## config.mk

```make
export PLATFORM = sky130hd
export DESIGN_NAME = debug_loader_unit_flat
export DESIGN_NICKNAME = d
export VERILOG_FILES = /design/src/rtl/debug_loader_unit_if.sv /design/src/rtl/debug_loader_unit.sv /design/src/flat_wrapper.sv
export SDC_FILE = /design/constraint.sdc
export NUM_CORES = 1
export LEC_CHECK = 0
export CORE_UTILIZATION = 45
export DETAILED_ROUTE_END_ITERATION = 6
export GPL_ROUTABILITY_DRIVEN = 0
export PLACE_DENSITY = 0.74
export SKIP_LAST_GASP = 1
export SLEW_MARGIN = 20
export SYNTH_ARGS = -nofsm -noshare
export SYNTH_HDL_FRONTEND = slang
export SYNTH_SLANG_ARGS = --single-unit
```

## constraint.sdc

```tcl
create_clock -name i_clk -period 3.5 [get_ports i_clk]
set_input_delay 0.7 -clock i_clk [delete_from_list [all_inputs] [get_ports i_clk]]
set_output_delay 0.7 -clock i_clk [all_outputs]
set_load 0.005 [all_outputs]
```

## src/rtl/debug_loader_unit_if.sv

```systemverilog
// Purpose: bundles the UART byte streams, core status and program-load/enable
// signals that connect the debug loader to its host side and to top_mips.
//   i_rx_data/i_rx_valid   received UART byte and its one-cycle strobe
//   o_tx_data/o_tx_valid   byte to transmit, held until i_tx_ready
//   i_tx_ready             transmitter accepts o_tx_data
//   i_halt/i_pc            core halt level and current PC
//   o_write/o_address/o_instruction  instruction-memory write port
//   o_enable               core clock-enable
// Modports: slave = loader side, master = environment side.
interface debug_loader_unit_if #(
  parameter int unsigned NB_ADDR = 32,
  parameter int unsigned NB_INST = 32,
  parameter int unsigned NB_BYTE = 8
);
  logic [NB_BYTE-1:0] i_rx_data;
  logic               i_rx_valid;
  logic [NB_BYTE-1:0] o_tx_data;
  logic               o_tx_valid;
  logic               i_tx_ready;
  logic               i_halt;
  logic [NB_ADDR-1:0] i_pc;
  logic               o_write;
  logic [NB_ADDR-1:0] o_address;
  logic [NB_INST-1:0] o_instruction;
  logic               o_enable;

  modport slave (
    input  i_rx_data, i_rx_valid, i_tx_ready, i_halt, i_pc,
    output o_tx_data, o_tx_valid, o_write, o_address, o_instruction, o_enable
  );

  modport master (
    output i_rx_data, i_rx_valid, i_tx_ready, i_halt, i_pc,
    input  o_tx_data, o_tx_valid, o_write, o_address, o_instruction, o_enable
  );
endinterface

```

## src/rtl/debug_loader_unit.sv

```systemverilog
// Purpose: host-side control stage ahead of top_mips. Decodes UART command
// bytes, loads N big-endian instruction words into instruction memory, gates
// the core enable for run/single-step, and returns 'K' acks or the halted PC.
// Ports:
//   i_clk    system clock
//   i_reset  synchronous active-high reset
//   bus      debug_loader_unit_if.slave (UART rx/tx, halt/pc, load port, enable)
module debug_loader_unit #(
  parameter int unsigned NB_ADDR = 32,
  parameter int unsigned NB_INST = 32,
  parameter int unsigned NB_BYTE = 8
) (
  input logic               i_clk,
  input logic               i_reset,
  debug_loader_unit_if.slave bus
);

  localparam int unsigned NB_SHIFT = NB_INST - NB_BYTE;
  localparam int unsigned NB_IDX   = 8;

  localparam logic [NB_BYTE-1:0] CMD_LOAD = NB_BYTE'(8'h4C);
  localparam logic [NB_BYTE-1:0] CMD_CONT = NB_BYTE'(8'h43);
  localparam logic [NB_BYTE-1:0] CMD_STEP = NB_BYTE'(8'h53);
  localparam logic [NB_BYTE-1:0] CMD_ACK  = NB_BYTE'(8'h4B);

  typedef enum logic [2:0] {
    IDLE, LOAD_CNT, LOAD_BYTE, LOAD_WR, RUN, STEP, SEND_PC, SEND_ACK
  } state_t;

  state_t state_q, state_nx;

  logic [1:0]          byte_cnt_q, byte_cnt_nx;
  logic [NB_IDX-1:0]   word_idx_q, word_idx_nx;
  logic [NB_IDX-1:0]   word_cnt_q, word_cnt_nx;
  logic [NB_SHIFT-1:0] shift_q, shift_nx;
  logic [NB_ADDR-1:0]  pc_q, pc_nx;
  logic                step_phase_q, step_phase_nx;
  logic                write_q, write_nx;
  logic [NB_ADDR-1:0]  address_q, address_nx;
  logic [NB_INST-1:0]  instruction_q, instruction_nx;
  logic                enable_q, enable_nx;
  logic                tx_valid_q, tx_valid_nx;
  logic [NB_BYTE-1:0]  tx_data_q, tx_data_nx;

  logic tx_accept;
  logic last_word;

  assign tx_accept = tx_valid_q & bus.i_tx_ready;
  assign last_word = (NB_IDX'(word_idx_q + NB_IDX'(1)) == word_cnt_q);

  // State register
  always_ff @(posedge i_clk) begin
    if (i_reset) state_q <= IDLE;
    else         state_q <= state_nx;
  end

  // Next-state decode
  always_comb begin
    state_nx = state_q;
    case (state_q)
      IDLE: begin
        if (bus.i_rx_valid) begin
          if (bus.i_rx_data == CMD_LOAD)      state_nx = LOAD_CNT;
          else if (bus.i_rx_data == CMD_CONT) state_nx = RUN;
          else if (bus.i_rx_data == CMD_STEP) state_nx = STEP;
        end
      end
      LOAD_CNT: begin
        if (bus.i_rx_valid) state_nx = (bus.i_rx_data == '0) ? SEND_ACK : LOAD_BYTE;
      end
      LOAD_BYTE: begin
        if (bus.i_rx_valid && byte_cnt_q == 2'd3) state_nx = LOAD_WR;
      end
      LOAD_WR:  state_nx = last_word ? SEND_ACK : LOAD_BYTE;
      RUN:      if (bus.i_halt) state_nx = SEND_PC;
      STEP:     if (step_phase_q) state_nx = SEND_PC;
      SEND_PC:  if (tx_accept && byte_cnt_q == 2'd3) state_nx = IDLE;
      SEND_ACK: if (tx_accept) state_nx = IDLE;
      default:  state_nx = IDLE;
    endcase
  end

  // Next values of datapath and registered outputs
  always_comb begin
    byte_cnt_nx    = byte_cnt_q;
    word_idx_nx    = word_idx_q;
    word_cnt_nx    = word_cnt_q;
    shift_nx       = shift_q;
    pc_nx          = pc_q;
    step_phase_nx  = step_phase_q;
    address_nx     = address_q;
    instruction_nx = instruction_q;
    tx_valid_nx    = tx_valid_q;
    tx_data_nx     = tx_data_q;
    write_nx       = 1'b0;
    enable_nx      = 1'b0;
    case (state_q)
      IDLE: begin
        if (bus.i_rx_valid) begin
          if (bus.i_rx_data == CMD_CONT) begin
            enable_nx = 1'b1;
          end else if (bus.i_rx_data == CMD_STEP) begin
            enable_nx     = 1'b1;
            step_phase_nx = 1'b0;
          end
        end
      end
      LOAD_CNT: begin
        if (bus.i_rx_valid) begin
          word_cnt_nx = NB_IDX'(bus.i_rx_data);
          word_idx_nx = '0;
          byte_cnt_nx = '0;
          if (bus.i_rx_data == '0) begin
            tx_valid_nx = 1'b1;
            tx_data_nx  = CMD_ACK;
          end
        end
      end
      LOAD_BYTE: begin
        // The 4th byte bypasses the shifter straight into the write word.
        if (bus.i_rx_valid) begin
          shift_nx    = {shift_q[NB_SHIFT-NB_BYTE-1:0], bus.i_rx_data};
          byte_cnt_nx = byte_cnt_q + 2'd1;
          if (byte_cnt_q == 2'd3) begin
            write_nx       = 1'b1;
            instruction_nx = {shift_q, bus.i_rx_data};
            address_nx     = NB_ADDR'({word_idx_q, 2'b00});
          end
        end
      end
      LOAD_WR: begin
        word_idx_nx = word_idx_q + NB_IDX'(1);
        if (last_word) begin
          tx_valid_nx = 1'b1;
          tx_data_nx  = CMD_ACK;
        end
      end
      RUN: begin
        if (bus.i_halt) begin
          pc_nx       = bus.i_pc;
          tx_valid_nx = 1'b1;
          tx_data_nx  = bus.i_pc[NB_ADDR-1 -: NB_BYTE];
          byte_cnt_nx = '0;
        end else begin
          enable_nx = 1'b1;
        end
      end
      STEP: begin
        // Phase 0 is the enabled cycle; PC is sampled once the core has advanced.
        if (!step_phase_q) begin
          step_phase_nx = 1'b1;
        end else begin
          step_phase_nx = 1'b0;
          pc_nx         = bus.i_pc;
          tx_valid_nx   = 1'b1;
          tx_data_nx    = bus.i_pc[NB_ADDR-1 -: NB_BYTE];
          byte_cnt_nx   = '0;
        end
      end
      SEND_PC: begin
        // pc_q shifts left so the next byte to send is always just below the top.
        if (tx_accept) begin
          if (byte_cnt_q == 2'd3) begin
            tx_valid_nx = 1'b0;
            byte_cnt_nx = '0;
          end else begin
            tx_data_nx  = pc_q[NB_ADDR-NB_BYTE-1 -: NB_BYTE];
            pc_nx       = pc_q << NB_BYTE;
            byte_cnt_nx = byte_cnt_q + 2'd1;
          end
        end
      end
      SEND_ACK: begin
        if (tx_accept) tx_valid_nx = 1'b0;
      end
      default: ;
    endcase
  end

  // Datapath and output registers
  always_ff @(posedge i_clk) begin
    if (i_reset) begin
      byte_cnt_q    <= '0;
      word_idx_q    <= '0;
      word_cnt_q    <= '0;
      shift_q       <= '0;
      pc_q          <= '0;
      step_phase_q  <= 1'b0;
      write_q       <= 1'b0;
      address_q     <= '0;
      instruction_q <= '0;
      enable_q      <= 1'b0;
      tx_valid_q    <= 1'b0;
      tx_data_q     <= '0;
    end else begin
      byte_cnt_q    <= byte_cnt_nx;
      word_idx_q    <= word_idx_nx;
      word_cnt_q    <= word_cnt_nx;
      shift_q       <= shift_nx;
      pc_q          <= pc_nx;
      step_phase_q  <= step_phase_nx;
      write_q       <= write_nx;
      address_q     <= address_nx;
      instruction_q <= instruction_nx;
      enable_q      <= enable_nx;
      tx_valid_q    <= tx_valid_nx;
      tx_data_q     <= tx_data_nx;
    end
  end

  assign bus.o_write       = write_q;
  assign bus.o_address     = address_q;
  assign bus.o_instruction = instruction_q;
  assign bus.o_enable      = enable_q;
  assign bus.o_tx_valid    = tx_valid_q;
  assign bus.o_tx_data     = tx_data_q;

endmodule

```

## src/flat_wrapper.sv

```systemverilog
// flat-port wrapper written by rule: the top's interface ports become plain ports
module debug_loader_unit_flat 
#(
  parameter int unsigned NB_ADDR = 32,
  parameter int unsigned NB_INST = 32,
  parameter int unsigned NB_BYTE = 8
)
  (i_clk, i_reset, bus_i_rx_data, bus_i_rx_valid, bus_i_tx_ready, bus_i_halt, bus_i_pc, bus_o_tx_data, bus_o_tx_valid, bus_o_write, bus_o_address, bus_o_instruction, bus_o_enable);
  debug_loader_unit_if #(.NB_ADDR(NB_ADDR), .NB_INST(NB_INST), .NB_BYTE(NB_BYTE)) bus_i ();
  input logic i_clk;
  input logic i_reset;
  input wire logic [$bits(bus_i.i_rx_data)-1:0] bus_i_rx_data;
  input wire logic [$bits(bus_i.i_rx_valid)-1:0] bus_i_rx_valid;
  input wire logic [$bits(bus_i.i_tx_ready)-1:0] bus_i_tx_ready;
  input wire logic [$bits(bus_i.i_halt)-1:0] bus_i_halt;
  input wire logic [$bits(bus_i.i_pc)-1:0] bus_i_pc;
  output wire logic [$bits(bus_i.o_tx_data)-1:0] bus_o_tx_data;
  output wire logic [$bits(bus_i.o_tx_valid)-1:0] bus_o_tx_valid;
  output wire logic [$bits(bus_i.o_write)-1:0] bus_o_write;
  output wire logic [$bits(bus_i.o_address)-1:0] bus_o_address;
  output wire logic [$bits(bus_i.o_instruction)-1:0] bus_o_instruction;
  output wire logic [$bits(bus_i.o_enable)-1:0] bus_o_enable;
  assign bus_i.i_rx_data = bus_i_rx_data;
  assign bus_i.i_rx_valid = bus_i_rx_valid;
  assign bus_i.i_tx_ready = bus_i_tx_ready;
  assign bus_i.i_halt = bus_i_halt;
  assign bus_i.i_pc = bus_i_pc;
  assign bus_o_tx_data = bus_i.o_tx_data;
  assign bus_o_tx_valid = bus_i.o_tx_valid;
  assign bus_o_write = bus_i.o_write;
  assign bus_o_address = bus_i.o_address;
  assign bus_o_instruction = bus_i.o_instruction;
  assign bus_o_enable = bus_i.o_enable;
  debug_loader_unit #(.NB_ADDR(NB_ADDR), .NB_INST(NB_INST), .NB_BYTE(NB_BYTE)) u_core (.i_clk(i_clk), .i_reset(i_reset), .bus(bus_i));
endmodule
```

==> reports/results.txt <==
Post-CTS sizing - 0
Die area - 12700 µm²
Number of enable-type register cells in the synthesized netlist - 0
Number of antenna violations at the first check in global routing - 0
Mean Syn Cell Area - 7.70 µm²
Overall die height - 113 µm
Slowest cell delay on critical path - 0.76 ns
Setup Viol. Count Final - 0
Maximum vdd drop - 0.000329 V
Worst hold path type - flip-flop to flip-flop
Total design power - 4.31 mW
Maximum number of pins on one net before global-route repair - 79
Area overhead of the layout relative to synthesis - 26.7%
Most common cell after layout, fill and taps aside - nand2_1
Worst-Margin Slew - 0.967 ns
Antenna-violating nets left - 0
Number of placement rows - 40
Average wire per standard cell - 14.9 µm
Timing-limited maximum frequency - 0.357 GHz
Number of failing hold endpoints at the final stage - 0
Final critical-path required period - 2.80 ns
Aggregate routed wire length - 14000 µm
Setup repair after global routing missed its margin - false
Instance count of the mapped netlist - 714
Kind of capture point of the worst setup path - flip-flop
Area of the mapped netlist - 5500 µm²
Post-synthesis sequential area ratio - 44.1%
Starting DRT DRC Count - 401
Commonest non-fill, non-tap cells in the layout - 194 x nand2_1, 121 x dfxtp_1, 99 x a21oi_1
Setup slack on the worst flop-to-flop path - 0.70 ns
Fillers - 1076
Source of the worst register-to-register timing path - u_core.state_q[1]
Buffer levels on the longest clock path - 2
Clk sink count - 121
NumNets Final - 829
First-pass GRT wire length - 23000 µm
Final worst path period share - 80.0%
Critical-path maximum fanout - 24
Die width - 113 µm
DRT Pass-1 Iters - 7
Placeable core region - 12000 µm²
Static Leak - 2.40 nW
Worst-case clock skew - 0.00615 ns
End point of the worst hold path - u_core.pc_q[4]
WP data required - 3.79 ns
Status - completed
Critical setup path kind - flip-flop to flip-flop
Sum of negative setup slack - 0 ns
Hold buffer count at CTS - 0
Min-Delay Path Depth - 2
IO Count - 120
Buffers inserted during post-CTS setup optimization - 0
Post-synthesis sequential element count - 121
Hold path start - u_core.pc_q[4]
N_diodes - 0
Capture point of the worst reg-to-reg path - u_core.shift_q[9]
Setup ws final - 0.699 ns
Effective utilization at floorplan - 46.0%
Depth of the CTS H-tree - 4
Number of vias per cell after detailed routing - 5.47
Total global-route track usage - 22.7%
R2R depth - 6
Final standard cell utilization of the core - 58.2%
Synth unique cells - 54
Clock tree from TritonCTS - done
Power per Cell Area - 620 nW/µm²
Share of synthesized flip-flops with an asynchronous set or reset - 0%
Number of global-route vias before repair - 4926
CTS buffer count - 17
HPWL after DPL - 9580 µm
Root Driver - clkbuf_16
Via count - 5151
Share of layout cells above drive strength 1 - 7.67%
Warning count from the yosys run - 0
Number of max-slew violations in the final report - 0
Overflow left after global routing - 0
Slowest cell on crit path - dfxtp_1
DP Worst Slack - 0.314 ns
Number of remaining DRC errors - 0
Clock-pin slew on the worst setup and hold paths - 0.06 ns
Setup crit start kind - flip-flop
Max Cap Violations - 0
Primary FF master, synth - dfxtp_1
Port bufs - 95
Critical-path cell list - inv_1 -> nor2_1 -> buf_4 -> nand3_1 -> nand2_1 -> a21oi_1
Arrival time at the worst endpoint - 3.09 ns
Worst skew pair latency - 0.41 ns
Headroom to the max-slew limit - 35.4%
-- logic make-up after synthesis --
kind of cell               Yosys count  synth area share (%)
adders and majority gates            2                 0.455
other                                1                0.0682
DFF                                121                  44.1
AOI/OAI and AO/OA                  170                  19.6
muxes                                3                 0.569
xor gates and xnor gates             7                  1.37
and+or+nand+nor                    318                  25.2
buffers and inverters               92                  8.60
-- Yosys cell counts, types with 3 or more instances --
| master | instances | area [µm²] |
|---|---|---|
| nand2_1 | 194 | 728 |
| dfxtp_1 | 121 | 2420 |
| a21oi_1 | 99 | 495 |
| clkbuf_1 | 47 | 176 |
| nor2_1 | 40 | 150 |
| nand3_1 | 35 | 175 |
| buf_4 | 24 | 180 |
| a311oi_1 | 17 | 149 |
| o21ai_0 | 15 | 75.1 |
| inv_1 | 10 | 37.5 |
| or3_1 | 8 | 50.1 |
| and3_1 | 6 | 37.5 |
| buf_2 | 6 | 30.0 |
| nand4_1 | 6 | 37.5 |
| a31oi_1 | 5 | 31.3 |
| and2_1 | 5 | 31.3 |
| nor3_1 | 5 | 25.0 |
| a21o_1 | 4 | 30.0 |
| a221oi_2 | 4 | 60.1 |
| a32o_2 | 4 | 45.0 |
| buf_6 | 4 | 45.0 |
| xnor2_1 | 4 | 35.0 |
| a211oi_1 | 3 | 22.5 |
| nand3b_1 | 3 | 22.5 |
| nor4_1 | 3 | 18.8 |
| o31ai_1 | 3 | 22.5 |
-- state kept, by name, summed over array words and instances, names as in the netlist, 3 cells and up --
name and cells:
u_core.state_q 3, u_core.shift_q 24, u_core.bus.o_instruction 32, u_core.bus.o_tx_data 8, u_core.bus.o_address 8, u_core.pc_q 24
u_core.word_idx_q 8, u_core.word_cnt_q 8
-- worst max path at each step --
stage	start	end	slack (ns)	cells past startpoint
floorplan	bus_i_rx_data[2]	u_core.bus.o_tx_data[2]	1.02	7
global placement	bus_i_rx_data[5]	u_core.bus.o_tx_data[7]	0.37	7
detailed placement	bus_i_rx_data[5]	u_core.bus.o_tx_data[2]	0.31	7
CTS	bus_i_rx_data[5]	u_core.bus.o_tx_data[2]	0.74	7
global route	u_core.state_q[1]	u_core.shift_q[8]	0.46	6
finish	u_core.state_q[1]	u_core.shift_q[9]	0.70	6
-- per-layer routing --
layer	part of all wire (%)	routed length (µm)	global-route usage (%)	vias up
met5	0	0	0	-
met4	1.3	184	7.82	0
met3	4.3	608	6.91	17
met2	50	7050	38.3	130
met1	44	6180	27.6	2461
li1	-	-	-	2543
-- power by group --
part,total [mW],internal [mW],leakage (nW),switching (mW)
combinational,0.972,0.395,1.15,0.577
sequential,1.68,1.53,0.977,0.150
clock,1.66,1.02,0.272,0.641
total,4.31,2.95,2.40,1.37
-- cell type report --
| cell class | instances | area [µm²] | area share [%] |
|---|---|---|---|
| sequential | 121 | 2420 | 34.8 |
| multi-input combinational | 524 | 2690 | 38.6 |
| timing repair buffer | 108 | 1060 | 15.2 |
| tap | 147 | 184 | 2.64 |
| clock buffer | 19 | 453 | 6.50 |
| clock inverter | 13 | 119 | 1.71 |
| inverter | 10 | 37.5 | 0.539 |
-- critical path: cells and delay by family (launching register included) --
kind / cells / cell delay [ns]
buf+inv: 2 / 0.60
simple gates: 3 / 1.20
compound gates: 1 / 0.10
flops: 1 / 0.76
-- metrics by stage --
step,cells,hold slack (ns),instance area (µm²)
2_1_floorplan,737,0.432,5580
3_3_place_gp,910,0.441,6390
3_5_place_dp,910,0.446,6390
4_1_cts,942,0.453,6960
5_1_grt,942,0.468,6960
6_report,942,0.451,6960
No activity file was read; power rests on OpenSTA's default activity.
